$ cat config.mk
export PLATFORM = sky130hd
export DESIGN_NAME = uart_rx_param
export DESIGN_NICKNAME = d
export VERILOG_FILES = /design/src/rtl/uart_rx_param.sv
export SDC_FILE = /design/constraint.sdc
export NUM_CORES = 1
export LEC_CHECK = 0
export CAP_MARGIN = 10
export CORE_MARGIN = 2
export CORE_UTILIZATION = 40
export CTS_BUF_LIST = sky130_fd_sc_hd__clkbuf_8
export DETAILED_ROUTE_END_ITERATION = 12
export DONT_BUFFER_PORTS = 1
export SLEW_MARGIN = 20
export SYNTH_ARGS = -nofsm -noshare
export SYNTH_HDL_FRONTEND = slang
export SYNTH_SLANG_ARGS = --single-unit
$ cat constraint.sdc
create_clock -name CLK -period 3.3 [get_ports CLK]
set_clock_uncertainty 0.2 [all_clocks]
set_input_delay 0.33 -clock CLK [delete_from_list [all_inputs] [get_ports CLK]]
set_output_delay 0.33 -clock CLK [all_outputs]
set_load 0.005 [all_outputs]
$ cat src/rtl/uart_rx_param.sv
// uart_rx_param: oversampling UART receiver with a runtime baud divisor,
// false-start rejection, parity/framing/break/overrun status and a
// valid/ready output handshake.
// Optional build macro: UART_RX_MAJORITY_VOTE_EN (2-of-3 vote per bit,
// decision one tick later than the single-sample build).
module uart_rx_param #(
    parameter int DATA_W     = 8,
    parameter int OVERSAMPLE = 16,
    parameter int DIV_W      = 16
) (
    input  logic              CLK,
    input  logic              RST_N,
    input  logic [DIV_W-1:0]  ClkDiv,
    input  logic [1:0]        ParityMode,
    input  logic              StopBits,
    input  logic              Rx,
    output logic [DATA_W-1:0] RxData,
    output logic              RxValid,
    input  logic              RxReady,
    output logic              ParityErr,
    output logic              FrameErr,
    output logic              BreakDet,
    output logic              Overrun
);

    typedef enum logic [2:0] {
        S_IDLE,
        S_START,
        S_DATA,
        S_PARITY,
        S_STOP1,
        S_STOP2,
        S_WAIT_IDLE
    } state_e;

    localparam int CW = $clog2(OVERSAMPLE);
    localparam int IW = (DATA_W > 1) ? $clog2(DATA_W) : 1;
`ifdef UART_RX_MAJORITY_VOTE_EN
    localparam int DECIDE_PT = OVERSAMPLE / 2;
`else
    localparam int DECIDE_PT = OVERSAMPLE / 2 - 1;
`endif
    localparam logic [CW-1:0] DECIDE   = CW'(DECIDE_PT);
    localparam logic [CW-1:0] CNT_LAST = CW'(OVERSAMPLE - 1);
    localparam logic [IW-1:0] IDX_LAST = IW'(DATA_W - 1);

    // synchroniser
    logic rx_meta_q, rx_sync_q;

    // tick generator
    logic [DIV_W-1:0] div_cnt_q, div_lim_q;
    logic             tick;

    // frame FSM state
    state_e            state_q, state_d;
    logic [CW-1:0]     cnt_q, cnt_d;
    logic [IW-1:0]     idx_q, idx_d;
    logic [DATA_W-1:0] shift_q, shift_d;
    logic [1:0]        pmode_q, pmode_d;
    logic              sb_q, sb_d;
    logic              par_err_q, par_err_d;
    logic              par_bit_q, par_bit_d;
    logic              stop1_q, stop1_d;

    // completion strobe and the flags that go with it
    logic              done;
    logic              done_fe;
    logic              done_brk;
    logic              stop1_now;

    // sampled bit
    logic              bit_val;
    logic              sample;

    // output holding registers
    logic [DATA_W-1:0] data_q;
    logic              valid_q, pe_q, fe_q, brk_q, ovr_q;

    // Two-flop synchroniser; idles high so reset never looks like a start bit
    always_ff @(posedge CLK or negedge RST_N) begin
        if (!RST_N) begin
            rx_meta_q <= 1'b1;
            rx_sync_q <= 1'b1;
        end else begin
            rx_meta_q <= Rx;
            rx_sync_q <= rx_meta_q;
        end
    end

    // Tick divider; the limit is reloaded only at wrap so a ClkDiv change
    // never truncates or stretches the period in progress
    always_ff @(posedge CLK or negedge RST_N) begin
        if (!RST_N) begin
            div_cnt_q <= '0;
            div_lim_q <= '0;
        end else if (tick) begin
            div_cnt_q <= '0;
            div_lim_q <= ClkDiv;
        end else begin
            div_cnt_q <= div_cnt_q + DIV_W'(1);
        end
    end

    assign tick = (div_cnt_q == div_lim_q);

`ifdef UART_RX_MAJORITY_VOTE_EN
    logic [1:0] maj_q;

    // Capture the two samples preceding the decision tick for the vote
    always_ff @(posedge CLK or negedge RST_N) begin
        if (!RST_N) begin
            maj_q <= 2'b11;
        end else if (tick) begin
            if (cnt_q == CW'(DECIDE_PT - 2)) maj_q[0] <= rx_sync_q;
            if (cnt_q == CW'(DECIDE_PT - 1)) maj_q[1] <= rx_sync_q;
        end
    end

    assign bit_val = (maj_q[0] & maj_q[1]) | (maj_q[0] & rx_sync_q) |
                     (maj_q[1] & rx_sync_q);
`else
    assign bit_val = rx_sync_q;
`endif

    // cnt_q is the index of the tick being processed; the start-detect tick is 0
    assign sample = tick && (cnt_q == DECIDE);

    // Frame state registers
    always_ff @(posedge CLK or negedge RST_N) begin
        if (!RST_N) begin
            state_q   <= S_IDLE;
            cnt_q     <= '0;
            idx_q     <= '0;
            shift_q   <= '0;
            pmode_q   <= 2'b10;
            sb_q      <= 1'b0;
            par_err_q <= 1'b0;
            par_bit_q <= 1'b0;
            stop1_q   <= 1'b1;
        end else begin
            state_q   <= state_d;
            cnt_q     <= cnt_d;
            idx_q     <= idx_d;
            shift_q   <= shift_d;
            pmode_q   <= pmode_d;
            sb_q      <= sb_d;
            par_err_q <= par_err_d;
            par_bit_q <= par_bit_d;
            stop1_q   <= stop1_d;
        end
    end

    // Next-state logic: everything advances on Tick only
    always_comb begin
        state_d   = state_q;
        cnt_d     = cnt_q;
        idx_d     = idx_q;
        shift_d   = shift_q;
        pmode_d   = pmode_q;
        sb_d      = sb_q;
        par_err_d = par_err_q;
        par_bit_d = par_bit_q;
        stop1_d   = stop1_q;
        done      = 1'b0;
        done_fe   = 1'b0;
        stop1_now = (state_q == S_STOP1) ? bit_val : stop1_q;

        if (tick) begin
            cnt_d = (cnt_q == CNT_LAST) ? '0 : cnt_q + CW'(1);
            case (state_q)
                S_IDLE: begin
                    cnt_d = '0;
                    if (!rx_sync_q) begin
                        // this tick is count 0, the next one is count 1
                        state_d   = S_START;
                        cnt_d     = CW'(1);
                        idx_d     = '0;
                        shift_d   = '0;
                        pmode_d   = ParityMode;
                        sb_d      = StopBits;
                        par_err_d = 1'b0;
                        par_bit_d = 1'b0;
                        stop1_d   = 1'b1;
                    end
                end
                S_START: begin
                    if (sample) state_d = bit_val ? S_IDLE : S_DATA;
                end
                S_DATA: begin
                    if (sample) begin
                        shift_d[idx_q] = bit_val;
                        if (idx_q == IDX_LAST) begin
                            idx_d   = '0;
                            state_d = pmode_q[1] ? S_STOP1 : S_PARITY;
                        end else begin
                            idx_d = idx_q + IW'(1);
                        end
                    end
                end
                S_PARITY: begin
                    if (sample) begin
                        par_bit_d = bit_val;
                        // even: error on odd total; odd: error on even total
                        par_err_d = (^shift_q) ^ bit_val ^ pmode_q[0];
                        state_d   = S_STOP1;
                    end
                end
                S_STOP1: begin
                    if (sample) begin
                        stop1_d = bit_val;
                        if (sb_q) begin
                            state_d = S_STOP2;
                        end else begin
                            done    = 1'b1;
                            done_fe = ~bit_val;
                        end
                    end
                end
                S_STOP2: begin
                    if (sample) begin
                        done    = 1'b1;
                        done_fe = ~stop1_q | ~bit_val;
                    end
                end
                S_WAIT_IDLE: begin
                    cnt_d = '0;
                    if (rx_sync_q) state_d = S_IDLE;
                end
                default: state_d = S_IDLE;
            endcase

            // a framing error leaves the line possibly still low: wait for idle
            if (done) state_d = done_fe ? S_WAIT_IDLE : S_IDLE;
        end
    end

    // Break: a completely low frame through the first stop bit
    assign done_brk = (shift_q == '0) && (pmode_q[1] || !par_bit_q) && !stop1_now;

    // Output register with valid/ready hold; a frame that finds the slot
    // occupied and not being drained is dropped and flagged as overrun
    always_ff @(posedge CLK or negedge RST_N) begin
        if (!RST_N) begin
            data_q  <= '0;
            valid_q <= 1'b0;
            pe_q    <= 1'b0;
            fe_q    <= 1'b0;
            brk_q   <= 1'b0;
            ovr_q   <= 1'b0;
        end else begin
            ovr_q <= 1'b0;
            if (done) begin
                if (!valid_q || RxReady) begin
                    data_q  <= shift_q;
                    valid_q <= 1'b1;
                    pe_q    <= par_err_q;
                    fe_q    <= done_fe;
                    brk_q   <= done_brk;
                end else begin
                    ovr_q <= 1'b1;
                end
            end else if (valid_q && RxReady) begin
                valid_q <= 1'b0;
            end
        end
    end

    assign RxData    = data_q;
    assign RxValid   = valid_q;
    assign ParityErr = pe_q;
    assign FrameErr  = fe_q;
    assign BreakDet  = brk_q;
    assign Overrun   = ovr_q;

endmodule

==> run summary <==
The part of the cycle the worst path needs is 82.3%, and the first-pass GRT wire length is 13400 um. The sequential fraction of the synthesis area was 48.4%. The later pin in the worst-skew pair is clocked with a latency of 0.34 ns. Clock tree synthesis selected as its root buffer the cell sky130_fd_sc_hd__clkbuf_8. From left edge to right edge, the die measures 99.9 um. After synthesis, the most frequently instantiated cells are sky130_fd_sc_hd__nand2_1 (68), sky130_fd_sc_hd__dfrtp_1 (67), sky130_fd_sc_hd__nor2_1 (24).

Summing all multi-input logic gate instances after layout gives 1750 um^2. After the first detailed-routing iteration, the DRC count stood at 164. The logs give 5220 um for the half-perimeter wire length after detailed placement and 0 for the number of synthesis warnings.

The total overflow left after global routing is 0. The synthesized netlist occupies a cell area of 3680 um^2. For this run, the leading register cell type out of synthesis is sky130_fd_sc_hd__dfrtp_1. The worst path needs 2.72 ns of the cycle, external delays included. Setup repair after global routing left no endpoint under its margin. The number of gates resized after CTS was 0. STA puts the critical path data arrival time at 2.74 ns. The run gives 34 as the row count.

The path class of the tightest hold or removal check is in -> reg. The run finished with clean final reports. The logs give 0 for the initial antenna violation count and 71 for the number of clock sinks. The detailed router placed 2728 vias in this run. Summing all flip-flop and latch instances after layout gives 1780 um^2. After the last flow step, the layout net total stands at 423. Once layout is complete, the utilization of the core stands at 48.3%.

The leading area contributor after synthesis is sky130_fd_sc_hd__dfrtp_1. TritonCTS created 9 clock buffers. The run gives 0 as the antenna violation net count after detailed routing.

Filler cell count: 823. Routability-driven placement finished with a final weighted congestion of 0.863. In this run the tightest slew margin relative to its limit is 64.8%. The floorplan step defined a die boundary enclosing 9980 um^2. The number of storage elements in the synthesis netlist came out at 71. The initial utilization of the core area, before any placement, comes to 41.8%.

36 I/O pins were placed. The critical path's largest stage delay works out to 0.53 ns. The critical path goes through xor2_1, nor4_1, nand4_1, buf_4, or4b_1, o31a_1. The peak clock frequency supported by timing is 368 MHz, and the post-synthesis cell type count is 47. The most frequent cell after synthesis is sky130_fd_sc_hd__nand2_1.

The worst setup path is captured at a flop. Measured along the y axis, the die boundary spans 99.9 um. STA puts the critical path data required time at 3.32 ns. The tools report the number of global-route vias before repair as 2724.

The tools report the static leakage power as 1.80 nW. After detailed routing, the average wire length per cell comes to 15.1 um. IR analysis of the VDD net gives a maximum drop of 0.197 mV. Clock-pin slew was measured on the worst setup and hold paths at 0.08 ns. The fraction of layout instances using a drive strength above 1 is 11.6%, and the synthesized net count is 401.

In this run the tool buffered the top-level ports with 0 buffer cells. The gate count after technology mapping is 370. Setup violations remaining at the end of the flow were counted as 0. The worst setup path is launched from a flop.

The via density per instance works out to 5.40. For this run, design rule violations remaining after detail routing come to 0. For this design, the CTS-stage hold fixing added 22 buffers.

The type of the setup path with the least slack is reg -> reg. Compared with the post-synthesis result, the final layout area differs by 15.5%. The run gives 0 ns as the final-layout setup total negative slack.

The buffer count from post-CTS setup fixing is 0. For the pin with the worst max-slew slack, the measured transition is 0.524 ns. The repair_antennas step left the layout with diodes totalling 0. The number of levels in the clock H-tree was 3; the max-capacitance violation count was 0. The share of the synthesized area in the top cell type came out at 45.6%. Power spread over the standard cell area amounts to 418 nW/um^2. Entering global routing, the biggest net connects 72 pins. For this block, the routed nets add up to 7650 um of wire.

Of all flip-flops after synthesis, the portion carrying an async set or reset was 100%. The clock passes through at most 2 buffers. In the global route stage, overall resource usage came out at 16.7%.

The average cell area after synthesis works out to 9.94 um^2. The total chip power was 1.77 mW. Yosys attributes the largest share of cell area to sky130_fd_sc_hd__dfrtp_1 (46%), sky130_fd_sc_hd__nand2_1 (6.9%), sky130_fd_sc_hd__xor2_1 (5.5%), sky130_fd_sc_hd__mux2_4 (4.1%), sky130_fd_sc_hd__dfstp_2 (2.9%). The synthesized design contains 0 enable-type register cells. For this design, the slowest cell found on the critical path is sky130_fd_sc_hd__or4b_1. The maximum fanout along the worst path was 23. The first TritonRoute pass finished after 4 iterations. After floorplanning, the core was sized to cover 8810 um^2.

The final number of hold-violating endpoints came out at 0. TritonCTS built the clock tree. The tools report the number of max-slew violations in the final report as 0.
[kinds of logic after synthesis]
| kind of cell | count (synthesis) | synth area share, % |
|---|---|---|
| compound gates | 54 | 10.6 |
| simple gates | 154 | 20.1 |
| fa+ha+maj | 8 | 2.72 |
| mux | 18 | 6.50 |
| xor+xnor | 32 | 7.62 |
| flops | 71 | 48.4 |
| buf+inv | 33 | 4.05 |
[state kept, by name, summed over array words and instances (netlist names), 2 cells and up]
register and cells:
div_cnt_q 16, div_lim_q 16, RxData 8, shift_q 8, cnt_q 4, idx_q 3, state_q 3, pmode_q 2
[power breakdown]
group          total [mW]  switching [mW]  internal (mW)  leakage [nW]
Clock               0.842           0.338          0.505         0.120
Sequential          0.878         0.00417          0.874         0.876
Combinational      0.0541          0.0286         0.0255         0.809
Total                1.77           0.371           1.40          1.80
[layout by cell type (no fill, tap or decap), drive strengths merged, types with 4 or more instances in the layout]
| cell | netlist | final |
|---|---|---|
| o2bb2ai | 4 | 4 |
| nand2 | 68 | 68 |
| nand2b | 4 | 4 |
| a31oi | 6 | 6 |
| xnor2 | 9 | 9 |
| buf | 8 | 6 |
| a21oi | 8 | 8 |
| clkbuf | 8 | 9 |
| dfstp | 4 | 4 |
| nor3 | 6 | 6 |
| nor2 | 24 | 24 |
| o22ai | 4 | 4 |
| dfrtp | 67 | 67 |
| inv | 17 | 18 |
| nor4 | 8 | 8 |
| a2111oi | 4 | 4 |
| xor2 | 23 | 23 |
| or3 | 5 | 5 |
| o21ai | 12 | 12 |
| ha | 8 | 8 |
| nand3b | 4 | 4 |
| nand3 | 15 | 15 |
| dlygate4sd3 | 0 | 21 |
| nand4 | 6 | 6 |
| mux2 | 17 | 17 |
[through the flow]
stage | instance area, um^2 | std cells | hold slack (ns) | setup WS, ns
floorplan | 3680 | 370 | -0.166 | 1.18
global placement | 3770 | 467 | -0.163 | 0.643
global route | 4250 | 505 | 0.0692 | 0.380
finish | 4250 | 505 | 0.0764 | 0.584
detailed placement | 3770 | 467 | -0.163 | 0.635
CTS | 4250 | 505 | 0.0643 | 0.590
[critical path: cells and delay by family (launching register included)]
kind / cells / cell delay (ns)
buffers and inverters: 1 / 0.34
xor gates and xnor gates: 1 / 0.17
AOI/OAI and AO/OA: 1 / 0.11
DFF: 1 / 0.45
and+or+nand+nor: 3 / 1.31
[path summary, 6_finish.rpt]
| check | startpoint | end | slack, ns | depth (start not counted) |
|---|---|---|---|---|
| setup / recovery | div_cnt_q[5] | state_q[1] | 0.58 | 6 |
| hold / removal | RxReady | Overrun | 0.08 | 2 |
| setup reg to reg | div_cnt_q[5] | state_q[1] | 0.58 | 6 |
| hold reg to reg | rx_meta_q | bit_val | 0.16 | 0 |
| max in group asynchronous | RST_N | stop1_q | 2.20 | 2 |
| min in group asynchronous | RST_N | idx_q[2] | 0.40 | 2 |
[layout make-up]
cell class	instances	area share, %
Clock buffer	9	2.92
Inverter	17	1.50
Multi-Input combinational cell	266	41.2
Timing Repair Buffer	27	6.48
Sequential cell	71	41.9
Tap cell	108	3.18
Clock inverter	7	2.83
[metal layers]
layer | GRT usage, % | wire length [um] | up-vias
li1 | - | - | 1334
met1 | 23.2 | 3700 | 1327
met2 | 26.0 | 3560 | 55
met3 | 3.76 | 273 | 12
met4 | 5.58 | 110 | 0
met5 | 0 | 0 | -
(Power assumes the default switching activity.)
